$ cat config.mk
export PLATFORM = sky130hd
export DESIGN_NAME = axi_lite_reg_bank_flat
export DESIGN_NICKNAME = d
export VERILOG_FILES = /design/src/rtl/axi_lite_reg_bank_if.sv /design/src/rtl/axi_lite_reg_bank.sv /design/src/flat_wrapper.sv
export SDC_FILE = /design/constraint.sdc
export NUM_CORES = 1
export LEC_CHECK = 0
export BUFFER_PORTS_ARGS = -buffer_cell sky130_fd_sc_hd__clkbuf_2
export CELL_PAD_IN_SITES_DETAIL_PLACEMENT = 1
export CELL_PAD_IN_SITES_GLOBAL_PLACEMENT = 2
export CORE_AREA = 2 2 455 457
export CTS_CLUSTER_DIAMETER = 30
export CTS_CLUSTER_SIZE = 28
export DETAILED_ROUTE_END_ITERATION = 10
export DIE_AREA = 0 0 457 459
export HOLD_SLACK_MARGIN = 0.1
export PLACE_DENSITY_LB_ADDON = 0.1
export SYNTH_ARGS = -nofsm -noshare
export SYNTH_HDL_FRONTEND = slang
export SYNTH_SLANG_ARGS = --single-unit
$ cat constraint.sdc
create_clock -name aclk -period 2.23 [get_ports aclk]
set_input_delay 0.1115 -clock aclk [delete_from_list [all_inputs] [get_ports aclk]]
set_output_delay 0.1115 -clock aclk [all_outputs]
set_load 0.05 [all_outputs]
$ cat src/rtl/axi_lite_reg_bank_if.sv
// ---------------------------------------------------------------------------
// axi_lite_if
// Purpose : AXI-Lite bus bundle shared by a manager and a subordinate.
// Ports   : none; the five channels are grouped as signals.
//   AW : awvalid/awready, awid, awaddr, awprot
//   W  : wvalid/wready, wdata, wstrb
//   B  : bvalid/bready, bid, bresp
//   AR : arvalid/arready, arid, araddr, arprot
//   R  : rvalid/rready, rid, rdata, rresp
// Modports: master drives requests, slave drives ready/response signals.
// ---------------------------------------------------------------------------
interface axi_lite_if #(
  parameter int ID_WIDTH   = 1,
  parameter int ADDR_WIDTH = 32,
  parameter int DATA_WIDTH = 32,
  parameter int STRB_WIDTH = DATA_WIDTH / 8
);
  logic                  awvalid;
  logic                  awready;
  logic [ID_WIDTH-1:0]   awid;
  logic [ADDR_WIDTH-1:0] awaddr;
  logic [2:0]            awprot;
  logic                  wvalid;
  logic                  wready;
  logic [DATA_WIDTH-1:0] wdata;
  logic [STRB_WIDTH-1:0] wstrb;
  logic                  bvalid;
  logic                  bready;
  logic [ID_WIDTH-1:0]   bid;
  logic [1:0]            bresp;
  logic                  arvalid;
  logic                  arready;
  logic [ID_WIDTH-1:0]   arid;
  logic [ADDR_WIDTH-1:0] araddr;
  logic [2:0]            arprot;
  logic                  rvalid;
  logic                  rready;
  logic [ID_WIDTH-1:0]   rid;
  logic [DATA_WIDTH-1:0] rdata;
  logic [1:0]            rresp;

  modport master (
    output awvalid, awid, awaddr, awprot, wvalid, wdata, wstrb, bready,
           arvalid, arid, araddr, arprot, rready,
    input  awready, wready, bvalid, bid, bresp, arready, rvalid, rid, rdata, rresp
  );

  modport slave (
    input  awvalid, awid, awaddr, awprot, wvalid, wdata, wstrb, bready,
           arvalid, arid, araddr, arprot, rready,
    output awready, wready, bvalid, bid, bresp, arready, rvalid, rid, rdata, rresp
  );
endinterface

$ cat src/rtl/axi_lite_reg_bank.sv
// ---------------------------------------------------------------------------
// axi_lite_reg_bank
// Purpose : AXI-Lite subordinate holding NUM_REGS DATA_WIDTH-bit registers
//           with byte strobes, ID echo and SLVERR decode. AW and W are held
//           in independent one-deep stages; reads run concurrently.
// Ports   :
//   aclk        : clock
//   aresetn     : asynchronous active-low reset
//   s_axil      : axi_lite_if.slave bus port
//   reg_o       : flattened register contents, reg i at [i*DATA_WIDTH +: DATA_WIDTH]
//   hw_status_i : status words returned by reads of read-only registers
// Optional feature macro: AXIL_REG_BANK_PROT_CHECK_EN
//   When defined, any access with prot[0]=0 (unprivileged) gets SLVERR,
//   writes nothing and reads return zero. When undefined prot is ignored.
// ---------------------------------------------------------------------------
module axi_lite_reg_bank #(
  parameter int ID_WIDTH   = 1,
  parameter int ADDR_WIDTH = 32,
  parameter int DATA_WIDTH = 32,
  parameter int STRB_WIDTH = DATA_WIDTH / 8,
  parameter int NUM_REGS   = 16,
  parameter logic [NUM_REGS-1:0] RO_MASK = '0
) (
  input  logic                           aclk,
  input  logic                           aresetn,
  axi_lite_if.slave                      s_axil,
  output logic [NUM_REGS*DATA_WIDTH-1:0] reg_o,
  input  logic [NUM_REGS*DATA_WIDTH-1:0] hw_status_i
);
  localparam int ADDR_LSB = $clog2(STRB_WIDTH);
  localparam int IDX_W    = (NUM_REGS > 1) ? $clog2(NUM_REGS) : 1;
  localparam int WA_W     = ADDR_WIDTH - ADDR_LSB;

  logic                  r_awFull;
  logic [ID_WIDTH-1:0]   r_awId;
  logic [WA_W-1:0]       r_awWord;
  logic [2:0]            r_awProt;
  logic                  r_wFull;
  logic [DATA_WIDTH-1:0] r_wData;
  logic [STRB_WIDTH-1:0] r_wStrb;
  logic                  r_bValid;
  logic [ID_WIDTH-1:0]   r_bId;
  logic [1:0]            r_bResp;
  logic                  r_rValid;
  logic [ID_WIDTH-1:0]   r_rId;
  logic [DATA_WIDTH-1:0] r_rData;
  logic [1:0]            r_rResp;
  logic [DATA_WIDTH-1:0] r_regs [NUM_REGS];

  logic                  w_awHs, w_wHs, w_arHs, w_arReady, w_commit;
  logic [IDX_W-1:0]      w_awIdx, w_arIdx;
  logic [WA_W-1:0]       w_arWord;
  logic                  w_awInRange, w_arInRange, w_awRo, w_arRo;
  logic                  w_awProtErr, w_arProtErr, w_awErr, w_arErr;
  logic [DATA_WIDTH-1:0] w_arData;
  logic                  w_unusedBits;

  assign s_axil.awready = !r_awFull;
  assign s_axil.wready  = !r_wFull;
  assign s_axil.bvalid  = r_bValid;
  assign s_axil.bid     = r_bId;
  assign s_axil.bresp   = r_bResp;
  assign s_axil.rvalid  = r_rValid;
  assign s_axil.rid     = r_rId;
  assign s_axil.rdata   = r_rData;
  assign s_axil.rresp   = r_rResp;
  assign s_axil.arready = w_arReady;

  assign w_arReady = !r_rValid || s_axil.rready;
  assign w_awHs    = s_axil.awvalid && !r_awFull;
  assign w_wHs     = s_axil.wvalid && !r_wFull;
  assign w_arHs    = s_axil.arvalid && w_arReady;
  // A write commits only when both halves are held and the B slot is free.
  assign w_commit  = r_awFull && r_wFull && (!r_bValid || s_axil.bready);

  // The whole word address takes part in the range check, so an address
  // past the last register is flagged instead of aliasing onto a low index.
  assign w_arWord    = s_axil.araddr[ADDR_WIDTH-1:ADDR_LSB];
  assign w_awIdx     = r_awWord[IDX_W-1:0];
  assign w_arIdx     = w_arWord[IDX_W-1:0];
  assign w_awInRange = (r_awWord < WA_W'(NUM_REGS));
  assign w_arInRange = (w_arWord < WA_W'(NUM_REGS));
  assign w_awRo      = w_awInRange && RO_MASK[w_awIdx];
  assign w_arRo      = w_arInRange && RO_MASK[w_arIdx];

`ifdef AXIL_REG_BANK_PROT_CHECK_EN
  assign w_awProtErr = !r_awProt[0];
  assign w_arProtErr = !s_axil.arprot[0];
`else
  assign w_awProtErr = 1'b0;
  assign w_arProtErr = 1'b0;
`endif

  assign w_awErr = !w_awInRange || w_awRo || w_awProtErr;
  assign w_arErr = !w_arInRange || w_arProtErr;
  assign w_unusedBits = ^{r_awProt, s_axil.arprot,
                          s_axil.awaddr[ADDR_LSB-1:0], s_axil.araddr[ADDR_LSB-1:0]};

  // Read data mux: read-only slots return live hardware status, writable
  // slots return stored contents, anything rejected returns zero.
  always_comb begin
    w_arData = '0;
    if (w_arInRange && !w_arProtErr) begin
      if (w_arRo) w_arData = hw_status_i[w_arIdx*DATA_WIDTH +: DATA_WIDTH];
      else        w_arData = r_regs[w_arIdx];
    end
  end

  // AW holding stage: fills on handshake, empties when the write commits.
  always_ff @(posedge aclk or negedge aresetn) begin
    if (!aresetn) begin
      r_awFull <= 1'b0;
      r_awId   <= '0;
      r_awWord <= '0;
      r_awProt <= '0;
    end else if (w_awHs) begin
      r_awFull <= 1'b1;
      r_awId   <= s_axil.awid;
      r_awWord <= s_axil.awaddr[ADDR_WIDTH-1:ADDR_LSB];
      r_awProt <= s_axil.awprot;
    end else if (w_commit) begin
      r_awFull <= 1'b0;
    end
  end

  // W holding stage: independent of AW so data may arrive first.
  always_ff @(posedge aclk or negedge aresetn) begin
    if (!aresetn) begin
      r_wFull <= 1'b0;
      r_wData <= '0;
      r_wStrb <= '0;
    end else if (w_wHs) begin
      r_wFull <= 1'b1;
      r_wData <= s_axil.wdata;
      r_wStrb <= s_axil.wstrb;
    end else if (w_commit) begin
      r_wFull <= 1'b0;
    end
  end

  // Register storage: byte-wise update on a commit that decoded cleanly.
  always_ff @(posedge aclk or negedge aresetn) begin
    if (!aresetn) begin
      for (int i = 0; i < NUM_REGS; i++) r_regs[i] <= '0;
    end else if (w_commit && !w_awErr) begin
      for (int b = 0; b < STRB_WIDTH; b++) begin
        if (r_wStrb[b]) r_regs[w_awIdx][b*8 +: 8] <= r_wData[b*8 +: 8];
      end
    end
  end

  // Write response: loaded on commit, held until the manager takes it.
  always_ff @(posedge aclk or negedge aresetn) begin
    if (!aresetn) begin
      r_bValid <= 1'b0;
      r_bId    <= '0;
      r_bResp  <= 2'b00;
    end else if (w_commit) begin
      r_bValid <= 1'b1;
      r_bId    <= r_awId;
      r_bResp  <= w_awErr ? 2'b10 : 2'b00;
    end else if (s_axil.bready) begin
      r_bValid <= 1'b0;
    end
  end

  // Read response: sampled from pre-edge register state, so a same-edge
  // write commit is not visible to the read.
  always_ff @(posedge aclk or negedge aresetn) begin
    if (!aresetn) begin
      r_rValid <= 1'b0;
      r_rId    <= '0;
      r_rData  <= '0;
      r_rResp  <= 2'b00;
    end else if (w_arHs) begin
      r_rValid <= 1'b1;
      r_rId    <= s_axil.arid;
      r_rData  <= w_arData;
      r_rResp  <= w_arErr ? 2'b10 : 2'b00;
    end else if (s_axil.rready) begin
      r_rValid <= 1'b0;
    end
  end

  for (genvar i = 0; i < NUM_REGS; i++) begin : g_regOut
    assign reg_o[i*DATA_WIDTH +: DATA_WIDTH] = r_regs[i];
  end
endmodule

$ cat src/flat_wrapper.sv
// flat-port wrapper written by rule: the top's interface ports become plain ports
module axi_lite_reg_bank_flat 
#(
  parameter int ID_WIDTH   = 1,
  parameter int ADDR_WIDTH = 32,
  parameter int DATA_WIDTH = 32,
  parameter int STRB_WIDTH = DATA_WIDTH / 8,
  parameter int NUM_REGS   = 16,
  parameter logic [NUM_REGS-1:0] RO_MASK = '0
)
  (aclk, aresetn, reg_o, hw_status_i, s_axil_awvalid, s_axil_awid, s_axil_awaddr, s_axil_awprot, s_axil_wvalid, s_axil_wdata, s_axil_wstrb, s_axil_bready, s_axil_arvalid, s_axil_arid, s_axil_araddr, s_axil_arprot, s_axil_rready, s_axil_awready, s_axil_wready, s_axil_bvalid, s_axil_bid, s_axil_bresp, s_axil_arready, s_axil_rvalid, s_axil_rid, s_axil_rdata, s_axil_rresp);
  axi_lite_if #(.ID_WIDTH(ID_WIDTH), .ADDR_WIDTH(ADDR_WIDTH), .DATA_WIDTH(DATA_WIDTH), .STRB_WIDTH(STRB_WIDTH)) s_axil_i ();
  input  logic aclk;
  input  logic aresetn;
  output logic [NUM_REGS*DATA_WIDTH-1:0] reg_o;
  input  logic [NUM_REGS*DATA_WIDTH-1:0] hw_status_i;
  input wire logic [$bits(s_axil_i.awvalid)-1:0] s_axil_awvalid;
  input wire logic [$bits(s_axil_i.awid)-1:0] s_axil_awid;
  input wire logic [$bits(s_axil_i.awaddr)-1:0] s_axil_awaddr;
  input wire logic [$bits(s_axil_i.awprot)-1:0] s_axil_awprot;
  input wire logic [$bits(s_axil_i.wvalid)-1:0] s_axil_wvalid;
  input wire logic [$bits(s_axil_i.wdata)-1:0] s_axil_wdata;
  input wire logic [$bits(s_axil_i.wstrb)-1:0] s_axil_wstrb;
  input wire logic [$bits(s_axil_i.bready)-1:0] s_axil_bready;
  input wire logic [$bits(s_axil_i.arvalid)-1:0] s_axil_arvalid;
  input wire logic [$bits(s_axil_i.arid)-1:0] s_axil_arid;
  input wire logic [$bits(s_axil_i.araddr)-1:0] s_axil_araddr;
  input wire logic [$bits(s_axil_i.arprot)-1:0] s_axil_arprot;
  input wire logic [$bits(s_axil_i.rready)-1:0] s_axil_rready;
  output wire logic [$bits(s_axil_i.awready)-1:0] s_axil_awready;
  output wire logic [$bits(s_axil_i.wready)-1:0] s_axil_wready;
  output wire logic [$bits(s_axil_i.bvalid)-1:0] s_axil_bvalid;
  output wire logic [$bits(s_axil_i.bid)-1:0] s_axil_bid;
  output wire logic [$bits(s_axil_i.bresp)-1:0] s_axil_bresp;
  output wire logic [$bits(s_axil_i.arready)-1:0] s_axil_arready;
  output wire logic [$bits(s_axil_i.rvalid)-1:0] s_axil_rvalid;
  output wire logic [$bits(s_axil_i.rid)-1:0] s_axil_rid;
  output wire logic [$bits(s_axil_i.rdata)-1:0] s_axil_rdata;
  output wire logic [$bits(s_axil_i.rresp)-1:0] s_axil_rresp;
  assign s_axil_i.awvalid = s_axil_awvalid;
  assign s_axil_i.awid = s_axil_awid;
  assign s_axil_i.awaddr = s_axil_awaddr;
  assign s_axil_i.awprot = s_axil_awprot;
  assign s_axil_i.wvalid = s_axil_wvalid;
  assign s_axil_i.wdata = s_axil_wdata;
  assign s_axil_i.wstrb = s_axil_wstrb;
  assign s_axil_i.bready = s_axil_bready;
  assign s_axil_i.arvalid = s_axil_arvalid;
  assign s_axil_i.arid = s_axil_arid;
  assign s_axil_i.araddr = s_axil_araddr;
  assign s_axil_i.arprot = s_axil_arprot;
  assign s_axil_i.rready = s_axil_rready;
  assign s_axil_awready = s_axil_i.awready;
  assign s_axil_wready = s_axil_i.wready;
  assign s_axil_bvalid = s_axil_i.bvalid;
  assign s_axil_bid = s_axil_i.bid;
  assign s_axil_bresp = s_axil_i.bresp;
  assign s_axil_arready = s_axil_i.arready;
  assign s_axil_rvalid = s_axil_i.rvalid;
  assign s_axil_rid = s_axil_i.rid;
  assign s_axil_rdata = s_axil_i.rdata;
  assign s_axil_rresp = s_axil_i.rresp;
  axi_lite_reg_bank #(.ID_WIDTH(ID_WIDTH), .ADDR_WIDTH(ADDR_WIDTH), .DATA_WIDTH(DATA_WIDTH), .STRB_WIDTH(STRB_WIDTH), .NUM_REGS(NUM_REGS), .RO_MASK(RO_MASK)) u_core (.aclk(aclk), .aresetn(aresetn), .s_axil(s_axil_i), .reg_o(reg_o), .hw_status_i(hw_status_i));
endmodule
==> reports/metrics.csv, run 1 <==
stage;metric;value;unit
detailed_routing;1st-iter DRT viols;837;
worst_setup_path;crit path DAT;3000;ps
detailed_routing;WL final;157200;um
timing;Fin. Hold Viols;0;
worst_setup_path;FF-to-FF setup slack;-110;ps
floorplanning;height of the chip;459;um
pwr;Pleak;23.12;nW
run;max cap viols;0;
timing;RSZ-0062 raised after global routing;yes;
synthesis;post-synthesis cell area;0.02903;mm^2
synthesis;sequential share of the synthesized area;0.5336;
synthesis;Yosys cell types;37;
detailed_routing;antenna-violating nets left;0;
synthesis;synth warn;0;
detailed_routing;Via density;3.674;
layout;Layout Nets;3477;
detailed_routing;wire length per cell;27.32;um
global_route;number of global-route vias before repair;24240;
detailed_routing;drt pass-1 iters;5;
global_route;global-route wire length before repair;215800;um
pwr;Logic pwr share;0.100;
placed_design;IO buf count;657;
timing;Worst-Margin Slew;1319;ps
layout;share of post-route cells with drive strength above 1;0.6547;
cts;CTS Buf Count;226;
worst_setup_path;Crit. Startpoint;u_core.r_awWord[9];
timing;Total Neg Setup Slack;-17740;ps
detailed_routing;met1 WL;70850;um
pwr;power per cell area;1033;mW/mm^2
worst_setup_path;r2r worst-path depth;7;
global_route;initial antenna violation count;23;
synthesis;post-synthesis simple-gate area fraction;0.05612;
global_route;GRT Util Overall;0.1483;
timing;fmax;0.4274;GHz
layout;Finished Cell Area;0.04745;mm^2
timing;clk_skew;44.91;ps
floorplanning;initial core utilization;0.1412;
worst_setup_path;reg2reg start;u_core.r_awWord[9];
synthesis;Mean Syn Cell Area;17.10;um^2
worst_hold_path;HP Class;in -> reg;
worst_setup_path;Setup crit end kind;flip-flop;
pwr;sw frac;0.2778;
pwr;Clock power frac;0.609;
placed_design;DP Area;0.03706;mm^2
cts;worst-skew pair later-pin latency;820;ps
synthesis;Synth Area in Compound Gates;0.02668;
timing;Tmin final;2340;ps
synthesis;largest cells by area after synthesis;dfrtp_1 53%, mux2_4 17%, mux2_2 10%;
synthesis;cell count after synthesis;1698;
detailed_routing;Post-route DRC;0;
worst_setup_path;Setup crit end;u_core.reg_o[256];
pwr;total power;49.00;mW
synthesis;Synth Area in XOR/XNOR;0;
timing;Rel. slew slack;0.1205;
synthesis;post-synthesis mux area share;0.3664;
floorplanning;die width;457;um
synthesis;Post-synth EDFFs;0;
detailed_routing;vias post-DR;21150;
cts;clock sinks;619;
synthesis;Adder-Cell Fraction of Synth Area;0;
placed_design;Final HPWL DP;116600;um
status;status;finished, violations left;
cts;Worst-path clk slew;40;ps
layout;post-layout util;0.2308;
worst_setup_path;Crit path largest cell delay;560;ps
detailed_routing;max layer used;met5;
detailed_routing;met3 WL;15530;um
worst_setup_path;Critical-path top delay cell;or4_4;
layout;Fill cells;22420;
global_route;pin count of the biggest net entering global routing;97;
worst_setup_path;reg-to-reg endpoint;u_core.reg_o[256];
pwr;switching pwr;13.61;mW
worst_setup_path;startpoint types;flip-flop;
pwr;Internal;35.39;mW
timing;Final setup viols;379;
floorplanning;I/O pin total;1182;
floorplanning;Die ar.;0.2098;mm^2
placed_design;DP Worst Slack;-313.7;ps
worst_setup_path;crit-path most repeated cell;buf_12;
timing;WHS;186.8;ps
pwr;worst vdd ir;732.7;uV
timing;Slew Limit Fails;0;
synthesis;FFs w/ async S/R, synth;1.000;
worst_setup_path;CP required;2890;ps
worst_setup_path;crit-path cells;or4_4 > nor2_8 > buf_12 > and4_4 > buf_12 > nand2_8 > mux2_4;
status;failing checks;setup timing;
floorplanning;Rows;167;
synthesis;fraction of synthesized cell area taken by the top area cell type;0.5336;
detailed_routing;met2 wire len;67100;um
cts;Clock Path Buffers;3;
cts;TritonCTS clock tree;done;
cts;htree depth;4;
pwr;Seq pwr share;0.290;
synthesis;Main synth FF type;dfrtp_1;
layout;layout overhead on the synthesized area;63.45;%
timing;fin worst setup slack;-109.8;ps
synthesis;largest family of logic cells by synthesized area;multiplexers;
worst_setup_path;crit-path max FO;8;
synthesis;cell accounting for the most synthesized area;dfrtp_1;
synthesis;Yosys reg bits;619;
timing;Final period util;1.049;
cts;CTS Root Cell;clkbuf_16;
placed_design;Post-Place Cells;5100;
worst_setup_path;crit path kind;reg -> reg;
floorplanning;Core Box Area;0.2056;mm^2
layout;Layout Cells excl Fill;5755;
global_route;Congestion Overflow GR;0;
placed_design;Routability Congestion;0.7755;
power by group through the flow:
| stage | Combinational, mW | Clock [mW] | Sequential (mW) |
|---|---|---|---|
| floorplan | 2.70 | 0 | 12.7 |
| global placement | 3.84 | 0 | 14.4 |
| detailed placement | 3.91 | 0 | 14.4 |
| CTS | 5.01 | 30.6 | 14.3 |
| global route | 5.31 | 31.3 | 14.5 |
| finish | 4.92 | 29.9 | 14.2 |
how the worst min path moves through the flow:
stage	start	endpoint	slack, ps	cells after the start
detailed placement	aresetn	u_core.reg_o[403]	90	1
global route	s_axil_wdata[22]	u_core.r_wData[22]	140	3
global placement	aresetn	u_core.reg_o[307]	80	1
CTS	s_axil_wstrb[1]	u_core.r_wStrb[1]	110	3
floorplan	aresetn	u_core.r_awFull	-180	0
finish	s_axil_wdata[22]	u_core.r_wData[22]	190	3
cells by family (layout without fill, tap and decap cells):
family	Yosys count	count (layout)
multiplexers	710	710
flip-flops	619	619
AND/OR/NAND/NOR	164	164
buffers and inverters	105	1450
AO/OA/AOI/OAI	99	99
other	1	9
state kept, by name, indices dropped and copies added, names as in the netlist:
signal	cells
u_core.reg_o	512
u_core.r_wData	32
u_core.s_axil.rdata	32
u_core.r_awWord	30
u_core.r_wStrb	4
u_core.r_awFull	1
u_core.r_awId	1
u_core.r_wFull	1
u_core.s_axil.bid	1
u_core.s_axil.bresp	1
u_core.s_axil.bvalid	1
u_core.s_axil.rid	1
u_core.s_axil.rresp	1
u_core.s_axil.rvalid	1
per-layer routing:
metal,global-route usage,vias up
met5,0,-
met4,0.04284,10
met3,0.06829,225
met2,0.2177,865
met1,0.1935,11230
li1,-,8816
cell type report:
cell class	instances	area, um^2	share of cell area
Antenna cell	7	17.52	0.0003692
Clock buffer	347	6833	0.1440
Clock inverter	75	615.6	0.01297
Inverter	2	7.507	0.0001582
Multi-Input combinational cell	975	13720	0.2891
Sequential cell	619	15490	0.3265
Tap cell	2704	3383	0.07131
Timing Repair Buffer	1026	7382	0.1556
synthesized netlist by cell type (2+ instances only):
library cell  number
a21oi_1            2
a22o_1            32
a22oi_1           62
and2_1             3
and4_4             4
buf_1              9
buf_12             4
buf_2             22
buf_4              2
clkbuf_1          66
dfrtp_1          619
inv_1              2
mux2_2           261
mux2_4           320
mux4_2           128
nand2_1           39
nand2_8           40
nand2b_1           7
nand4_1            2
nand4_2            4
nor2_1             9
nor2_2            16
nor2_4             8
nor2b_1            5
nor3_4             6
nor4_1            11
or2_2              4
or4_4              2
cells in the final DEF, fill, tap and decap left out, types with 4 or more instances in the layout:
cell type	instances
diode_2	7
buf_4	88
dfrtp_1	619
nor2_4	25
nor4_1	6
buf_12	57
clkbuf_1	51
and4_4	5
mux2_2	141
dlygate4sd3_1	216
nor4_2	4
buf_6	8
clkinv_2	61
nor2b_4	4
clkbuf_8	68
nand2_8	40
nand4_4	4
inv_16	4
a22o_1	32
nor3_4	6
clkbuf_2	654
clkbuf_16	229
or2_2	4
nand2_1	35
nor2_1	8
a22oi_1	62
mux2_4	440
mux4_2	128
nand2b_1	6
repair_timing:
item / 4_1_cts / 5_1_grt
endpoints found under the hold margin: 726 / 0
pin swaps: 35 / 17
setup buffers: 4 / 4
setup endpoints to repair: 512 / 514
gates cloned: 0 / 1
hold buffers: 217 / 0
gates resized for setup: 143 / 16
worst max-delay path: cells and delay by family, from the launching register on:
| family | cells | cell delay, ps |
|---|---|---|
| buffers and inverters | 2 | 330 |
| flip-flops | 1 | 390 |
| multiplexers | 1 | 320 |
| AND/OR/NAND/NOR | 4 | 1100 |
Power figures use the tool's default switching activity.
==> run 2: changes to the inputs <==
==> constraint.sdc (replaced) <==
create_clock -name aclk -period 2 [get_ports aclk]
set_input_delay 0.1 -clock aclk [delete_from_list [all_inputs] [get_ports aclk]]
set_output_delay 0.1 -clock aclk [all_outputs]
set_load 0.05 [all_outputs]
==> run 2 against run 1 <==
  * The run still ends with setup timing left
  * Critical path depth is 1 lower
  * Power is 15% higher
  * Sequential power is 12% higher
  * Non-clock buffer count is 68 higher
  * Critical path type unchanged
  * Via count is 2.0% higher
  * Worst setup slack worse by 220 ps
  * Register-to-register slack worse by 220 ps
  * Routed wire length is 5.3% higher
==> reports/metrics.csv, run 2 (same netlist as run 1, synthesis figures left out) <==
stage;metric;value;unit;change
status;status;finished, violations left;;unchanged
status;failing checks;setup timing;;unchanged
floorplanning;Rows;167;;unchanged
cts;htree depth;4;;unchanged
global_route;GR Util met2;0.2242;;was 0.2177
detailed_routing;Post-route DRC;0;;unchanged
floorplanning;height of the chip;459;um;unchanged
worst_hold_path;Hold Path End;u_core.r_wData[4];;was u_core.r_wData[22]
layout;max reg flops;512;;unchanged
layout;share of post-route cells with drive strength above 1;0.6754;;was 0.6547
worst_setup_path;CP required;2660;ps;was 2890 ps
detailed_routing;drt pass-1 iters;4;;was 5
timing;Worst-Margin Slew;950.0;ps;was 1319 ps
timing;Rel. slew slack;0.3667;;was 0.1205
cts;CTS Buf Count;223;;was 226
detailed_routing;Via density;3.708;;was 3.674
detailed_routing;1st-iter DRT viols;871;;was 837
layout;Layout Nets;3543;;was 3,477
cts;CTS Root Cell;clkbuf_16;;unchanged
timing;fmax;0.4286;GHz;was 0.4274 GHz
placed_design;Routability Congestion;0.7483;;was 0.7755
pwr;Logic pwr share;0.094;;was 0.100
detailed_routing;antenna-violating nets left;0;;unchanged
pwr;power per cell area;1161;mW/mm^2;was 1033 mW/mm^2
worst_hold_path;WHS Path Cells;3;;unchanged
cts;Worst-path clk slew;40;ps;about the same
global_route;GRT Util Overall;0.1565;;was 0.1483
cts;clock sinks;619;;unchanged
timing;fin worst setup slack;-333.1;ps;was -109.8 ps
global_route;number of global-route vias before repair;24850;;was 24.24k
pwr;switching pwr;15.32;mW;was 13.61 mW
layout;Fill cells;22400;;was 22.42k
worst_setup_path;Critical-path top delay cell;or4_4;;unchanged
pwr;Internal;40.85;mW;was 35.39 mW
floorplanning;Core Box Area;0.2056;mm^2;unchanged
worst_hold_path;HP Class;in -> reg;;unchanged
pwr;Clock power frac;0.623;;was 0.609
floorplanning;Die ar.;0.2098;mm^2;unchanged
worst_setup_path;startpoint types;flip-flop;;unchanged
timing;clk_skew;91.83;ps;was 44.91 ps
global_route;pin count of the biggest net entering global routing;101;;was 97
timing;Total Neg Setup Slack;-133640;ps;was -17,740 ps
pwr;Seq pwr share;0.282;;was 0.290
worst_setup_path;reg2reg start;u_core.r_awWord[9];;unchanged
global_route;initial antenna violation count;19;;was 23
worst_setup_path;crit-path leading delay family;simple AND/OR/NAND/NOR gates;;unchanged
worst_setup_path;reg-to-reg endpoint;u_core.reg_o[321];;was u_core.reg_o[256]
worst_setup_path;crit-path cells;or4_4 > nor2_8 > and4_4 > buf_12 > nand2_8 > mux2_4;;was or4_4 > nor2_8 > buf_12 > and4_4 > buf_12 > nand2_8 > mux2_4
worst_hold_path;HP Start;s_axil_wdata[4];;was s_axil_wdata[22]
floorplanning;I/O pin total;1182;;unchanged
pwr;total power;56.17;mW;was 49.00 mW
worst_setup_path;crit-path max FO;8;;unchanged
placed_design;IO buf count;657;;unchanged
cts;Clock Path Buffers;3;;unchanged
layout;layout overhead on the synthesized area;66.72;%;was 63.45%
cts;worst-skew pair later-pin latency;870;ps;was 820 ps
timing;Tmin final;2333;ps;was 2340 ps
placed_design;Final HPWL DP;121800;um;was 116,600 um
timing;Fin. Hold Viols;0;;unchanged
global_route;M3 GR Usage;0.07100;;was 0.06829
worst_setup_path;Setup crit end kind;flip-flop;;unchanged
timing;WHS;178.0;ps;was 186.8 ps
worst_setup_path;crit path DAT;3000;ps;about the same
global_route;Congestion Overflow GR;0;;unchanged
pwr;Pleak;23.68;nW;was 23.12 nW
global_route;global-route wire length before repair;225000;um;was 215,800 um
timing;RSZ-0062 raised after global routing;yes;;unchanged
timing;Final period util;1.167;;was 1.049
worst_setup_path;Crit path largest cell delay;610;ps;was 560 ps
detailed_routing;wire length per cell;28.47;um;was 27.32 um
worst_setup_path;crit path kind;reg -> reg;;unchanged
timing;Final setup viols;512;;was 379
floorplanning;initial core utilization;0.1412;;unchanged
pwr;sw frac;0.2727;;was 0.2778
detailed_routing;vias post-DR;21570;;was 21.15k
global_route;Most Crowded Layer GR;met2;;unchanged
timing;Slew Limit Fails;0;;unchanged
worst_setup_path;r2r worst-path depth;6;;was 7
worst_setup_path;Buffers & Inverters on Critical Path;1;;was 2
layout;commonest non-fill, non-tap cell in the layout;clkbuf_2;;unchanged
layout;most frequent cells in the layout;654 x clkbuf_2, 619 x dfrtp_1, 437 x mux2_4;;was 654 x clkbuf_2, 619 x dfrtp_1, 440 x mux2_4
worst_setup_path;FF-to-FF setup slack;-330;ps;was -110 ps
detailed_routing;WL final;165600;um;was 157,200 um
floorplanning;die width;457;um;unchanged
layout;post-layout util;0.2354;;was 0.2308
worst_setup_path;Crit. Startpoint;u_core.r_awWord[9];;unchanged
global_route;GR Util met1;0.2101;;was 0.1935
run;max cap viols;0;;unchanged
cts;TritonCTS clock tree;done;;unchanged
pwr;worst vdd ir;815.7;uV;was 732.7 uV
## run 2: changes by cell type in the layout (fill, tap and decap cells not counted), sizes merged
cell,before,now
dlygate4sd3,216,179
buf,155,261
clkbuf,1002,989
diode,7,11
inv,8,5
nor2,34,35
bufinv,3,18
clkinv,66,55
## run 2: metrics by stage
step | area [um^2] | setup WS [ps] | instances
floorplan | 29040 | -145.1 | 1699
global placement | 37940 | -794.1 | 5202
detailed placement | 37940 | -773.4 | 5202
CTS | 48340 | -413.5 | 5804
global route | 48380 | -449.6 | 5812
finish | 48390 | -333.1 | 5817
## run 2: final cells by class
class / count / area [um^2] / area share
Sequential cell: 619 / 15490 / 0.3201
Multi-Input combinational cell: 976 / 13760 / 0.2844
Timing Repair Buffer: 1094 / 7923 / 0.1637
Clock buffer: 335 / 6673 / 0.1379
Tap cell: 2704 / 3383 / 0.06991
Clock inverter: 76 / 1126 / 0.02327
Antenna cell: 11 / 27.53 / 0.0005688
Inverter: 2 / 7.507 / 0.0001551
## run 2: worst max path at each step
stage | endpoint | slack [ps] | cells past startpoint
final | u_core.reg_o[321] | -330 | 6
after global routing | u_core.reg_o[418] | -450 | 7
after CTS | u_core.reg_o[417] | -410 | 7
after detailed placement | u_core.reg_o[360] | -770 | 7
after global placement | u_core.reg_o[461] | -790 | 7
after floorplan | u_core.reg_o[224] | -150 | 5
## run 2: power groups by stage
stage | sequential (mW) | combinational [mW] | clock (mW)
after floorplan | 14.1 | 3.02 | 0
after global placement | 15.9 | 4.60 | 0
after detailed placement | 16.0 | 4.65 | 0
after CTS | 16.0 | 5.46 | 35.8
after global routing | 16.2 | 5.71 | 36.6
final | 15.9 | 5.31 | 35.0
## run 2: tightest hold or removal path: cells and delay by family
kind / cells / cell delay (ps)
multiplexers: 1 / 130
buffers and inverters: 2 / 750
## run 2: what timing repair did
| action | 4_1_cts | 5_1_grt |
|---|---|---|
| pin swaps | 51 | 20 |
| setup endpoints to repair | 513 | 519 |
| cloned | 2 | 0 |
| resized for setup | 160 | 3 |
| setup buffers | 9 | 2 |
| hold endpoints to repair | 726 | 0 |
| hold buffers | 180 | 0 |
## run 2: layer usage
layer,vias up,wire length (um)
met1,11500,76840
li1,8962,-
met5,-,50
met4,8,3261
met2,889,69630
met3,212,15850
==> run 3: changes to the inputs <==
--- a/config.mk
+++ b/config.mk
@@ -7,12 +7,12 @@
 export LEC_CHECK = 0
 export BUFFER_PORTS_ARGS = -buffer_cell sky130_fd_sc_hd__clkbuf_2
 export CELL_PAD_IN_SITES_DETAIL_PLACEMENT = 1
-export CELL_PAD_IN_SITES_GLOBAL_PLACEMENT = 2
-export CORE_AREA = 2 2 455 457
+export CELL_PAD_IN_SITES_GLOBAL_PLACEMENT = 1
+export CORE_AREA = 2 2 466 468
 export CTS_CLUSTER_DIAMETER = 30
 export CTS_CLUSTER_SIZE = 28
 export DETAILED_ROUTE_END_ITERATION = 10
-export DIE_AREA = 0 0 457 459
+export DIE_AREA = 0 0 468 470
 export HOLD_SLACK_MARGIN = 0.1
 export PLACE_DENSITY_LB_ADDON = 0.1
 export SYNTH_ARGS = -nofsm -noshare
==> run 3 against run 2 <==
  * The run still ends with setup timing left
  * Worst setup slack lost 91 ps
  * Largest cell class unchanged
  * Sequential power about the same
  * Global-route usage down 1.0 points
  * Power up 2.5%
  * Largest power group unchanged
  * Via count up 1.1%
  * Critical endpoint is now u_core.reg_o[289]
==> reports/metrics.csv, run 3 (same netlist as run 1, synthesis figures left out) <==
stage;metric;value;unit;change
status;status;finished, violations left;;unchanged
status;failing checks;setup timing;;unchanged
pwr;Pleak;24.03;nW;was 23.68 nW
layout;layout overhead on the synthesized area;69.47;%;was 66.72%
detailed_routing;antenna-violating nets left;0;;unchanged
global_route;Most Crowded Layer GR;met2;;unchanged
worst_hold_path;HP Class;in -> reg;;unchanged
global_route;Congestion Overflow GR;0;;unchanged
detailed_routing;1st-iter DRT viols;924;;was 871
worst_setup_path;Setup crit end kind;flip-flop;;unchanged
layout;max reg flops;512;;unchanged
timing;RSZ-0062 raised after global routing;yes;;unchanged
detailed_routing;vias post-DR;21810;;was 21.57k
global_route;GRT Util Overall;0.1465;;was 0.1565
worst_setup_path;CP required;2690;ps;was 2660 ps
global_route;pin count of the biggest net entering global routing;80;;was 101
worst_setup_path;crit path DAT;3120;ps;was 3000 ps
timing;Tmin final;2425;ps;was 2333 ps
layout;sequential standard cell area;0.01549;mm^2;unchanged
timing;fmax;0.4124;GHz;was 0.4286 GHz
placed_design;IO buf count;657;;unchanged
layout;commonest non-fill, non-tap cell in the layout;clkbuf_2;;unchanged
pwr;power per cell area;1171;mW/mm^2;was 1161 mW/mm^2
pwr;switching pwr;15.71;mW;was 15.32 mW
worst_setup_path;startpoint types;flip-flop;;unchanged
placed_design;DP Worst Slack;-575.9;ps;was -773.4 ps
detailed_routing;Via density;3.626;;was 3.708
cts;clock sinks;619;;unchanged
floorplanning;Core Box Area;0.2157;mm^2;was 0.2056 mm^2
timing;Final period util;1.212;;was 1.167
pwr;Logic pwr share;0.087;;was 0.094
pwr;Clock power frac;0.638;;was 0.623
detailed_routing;WL final;164200;um;was 165,600 um
detailed_routing;wire length per cell;27.31;um;was 28.47 um
floorplanning;Rows;171;;was 167
cts;Clock Path Buffers;3;;unchanged
layout;Fill cells;23590;;was 22.40k
detailed_routing;Post-route DRC;0;;unchanged
cts;CTS Root Cell;clkbuf_16;;unchanged
worst_setup_path;crit-path max FO;8;;unchanged
placed_design;Routability Congestion;0.7593;;was 0.7483
cts;worst-skew pair later-pin latency;880;ps;was 870 ps
cts;Worst-path clk slew;40;ps;about the same
run;max cap viols;0;;unchanged
floorplanning;die width;468;um;was 457 um
floorplanning;height of the chip;470;um;was 459 um
global_route;initial antenna violation count;22;;was 19
floorplanning;Die ar.;0.2200;mm^2;was 0.2098 mm^2
global_route;M3 GR Usage;0.07013;;was 0.07100
timing;Final setup viols;512;;unchanged
timing;fin worst setup slack;-424.6;ps;was -333.1 ps
cts;TritonCTS clock tree;done;;unchanged
global_route;GR Util met2;0.2084;;was 0.2242
global_route;GR Util met1;0.1933;;was 0.2101
pwr;sw frac;0.2727;;about the same
cts;htree depth;4;;unchanged
layout;most frequent cells in the layout;654 x clkbuf_2, 619 x dfrtp_1, 452 x mux2_4;;was 654 x clkbuf_2, 619 x dfrtp_1, 437 x mux2_4
timing;Rel. slew slack;0.3932;;was 0.3667
pwr;worst vdd ir;824.1;uV;was 815.7 uV
pwr;Internal;41.89;mW;was 40.85 mW
placed_design;DP Area;0.03831;mm^2;was 0.03794 mm^2
timing;clk_skew;91.91;ps;was 91.83 ps
global_route;global-route wire length before repair;221400;um;was 225,000 um
timing;Worst-Margin Slew;910.3;ps;was 950.0 ps
timing;Slew Limit Fails;0;;unchanged
pwr;Seq pwr share;0.275;;was 0.282
cts;CTS Buf Count;231;;was 223
layout;share of post-route cells with drive strength above 1;0.6804;;was 0.6754
placed_design;Final HPWL DP;121000;um;was 121,800 um
layout;area occupied by multi-input gates;0.01379;mm^2;was 0.01376 mm^2
timing;WHS;185.0;ps;was 178.0 ps
detailed_routing;drt pass-1 iters;5;;was 4
timing;Fin. Hold Viols;0;;unchanged
worst_setup_path;crit path kind;reg -> reg;;unchanged
floorplanning;initial core utilization;0.1346;;was 0.1412
global_route;number of global-route vias before repair;24760;;was 24.85k
floorplanning;I/O pin total;1182;;unchanged
layout;Finished Cell Area;0.04919;mm^2;was 0.04839 mm^2
layout;Layout Nets;3582;;was 3,543
-- run 3: cell count changes in the layout (fill, tap and decap cells not counted), moves of 6 or more --
cell           delta
mux2_4           +15
buf_12            -6
clkbuf_1          -6
dlygate4sd3_1     +7
clkinv_2         +11
buf_4            +30
clkbuf_16         +9
mux2_2           -15
-- run 3: area by class of cell --
class	count	area share
timing repair buffer	1126	0.1655
clock inverter	93	0.02747
inverter	2	0.0001526
tap	2854	0.07259
multi-input combinational	975	0.2803
antenna	8	0.0004070
clock buffer	336	0.1387
sequential	619	0.3149
-- run 3: path summary, 6_finish.rpt --
path | from | end | slack, ps | depth (start not counted)
setup reg to reg | u_core.r_awWord[6] | u_core.reg_o[289] | -420 | 7
setup / recovery | u_core.r_awWord[6] | u_core.reg_o[289] | -420 | 7
min in group asynchronous | aresetn | u_core.reg_o[339] | 450 | 4
max in group asynchronous | aresetn | u_core.reg_o[257] | 810 | 5
hold / removal | s_axil_wstrb[3] | u_core.r_wStrb[3] | 190 | 3
hold reg to reg | u_core.r_awId | u_core.r_awId | 500 | 1
-- run 3: timing repair --
item / 4_1_cts / 5_1_grt
hold buffers: 185 / 3
hold endpoints to repair: 726 / 8
endpoints found under the setup margin: 512 / 534
setup buffers: 2 / 3
resized for setup: 35 / 140
pin swaps: 33 / 18
cloned: 0 / 2
-- run 3: stage by stage --
stage	utilization	setup TNS (ps)	cells	power [mW]
after floorplan	-	-59120	1699	17.16
after global placement	0.1776	-235430	5382	20.34
after detailed placement	0.1776	-221200	5382	20.45
after CTS	0.2251	-177410	5998	58.46
after global routing	0.2281	-193490	6012	59.87
final	0.2281	-163340	6013	57.60
-- run 3: critical path, cell delays in order, from the launching register on --
cell     delay (ps)
dfrtp_1         370
or4_4           560
nor2_8          150
buf_12          150
and4_4          250
buf_12          210
nand2_8         160
mux2_4          340
-- run 3: power groups by stage --
stage / sequential [mW] / combinational, mW / clock, mW
2_1_floorplan: 14.1 / 3.02 / 0
5_1_grt: 16.1 / 5.37 / 38.4
3_3_place_gp: 15.9 / 4.39 / 0
3_5_place_dp: 16.0 / 4.47 / 0
4_1_cts: 15.9 / 5.07 / 37.5
6_report: 15.9 / 4.99 / 36.8
-- run 3: per-layer routing --
metal | part of all wire | up-vias
met2 | 0.41 | 965
met3 | 0.11 | 240
li1 | - | 9042
met5 | 0.00048 | -
met1 | 0.46 | 11550
met4 | 0.025 | 12
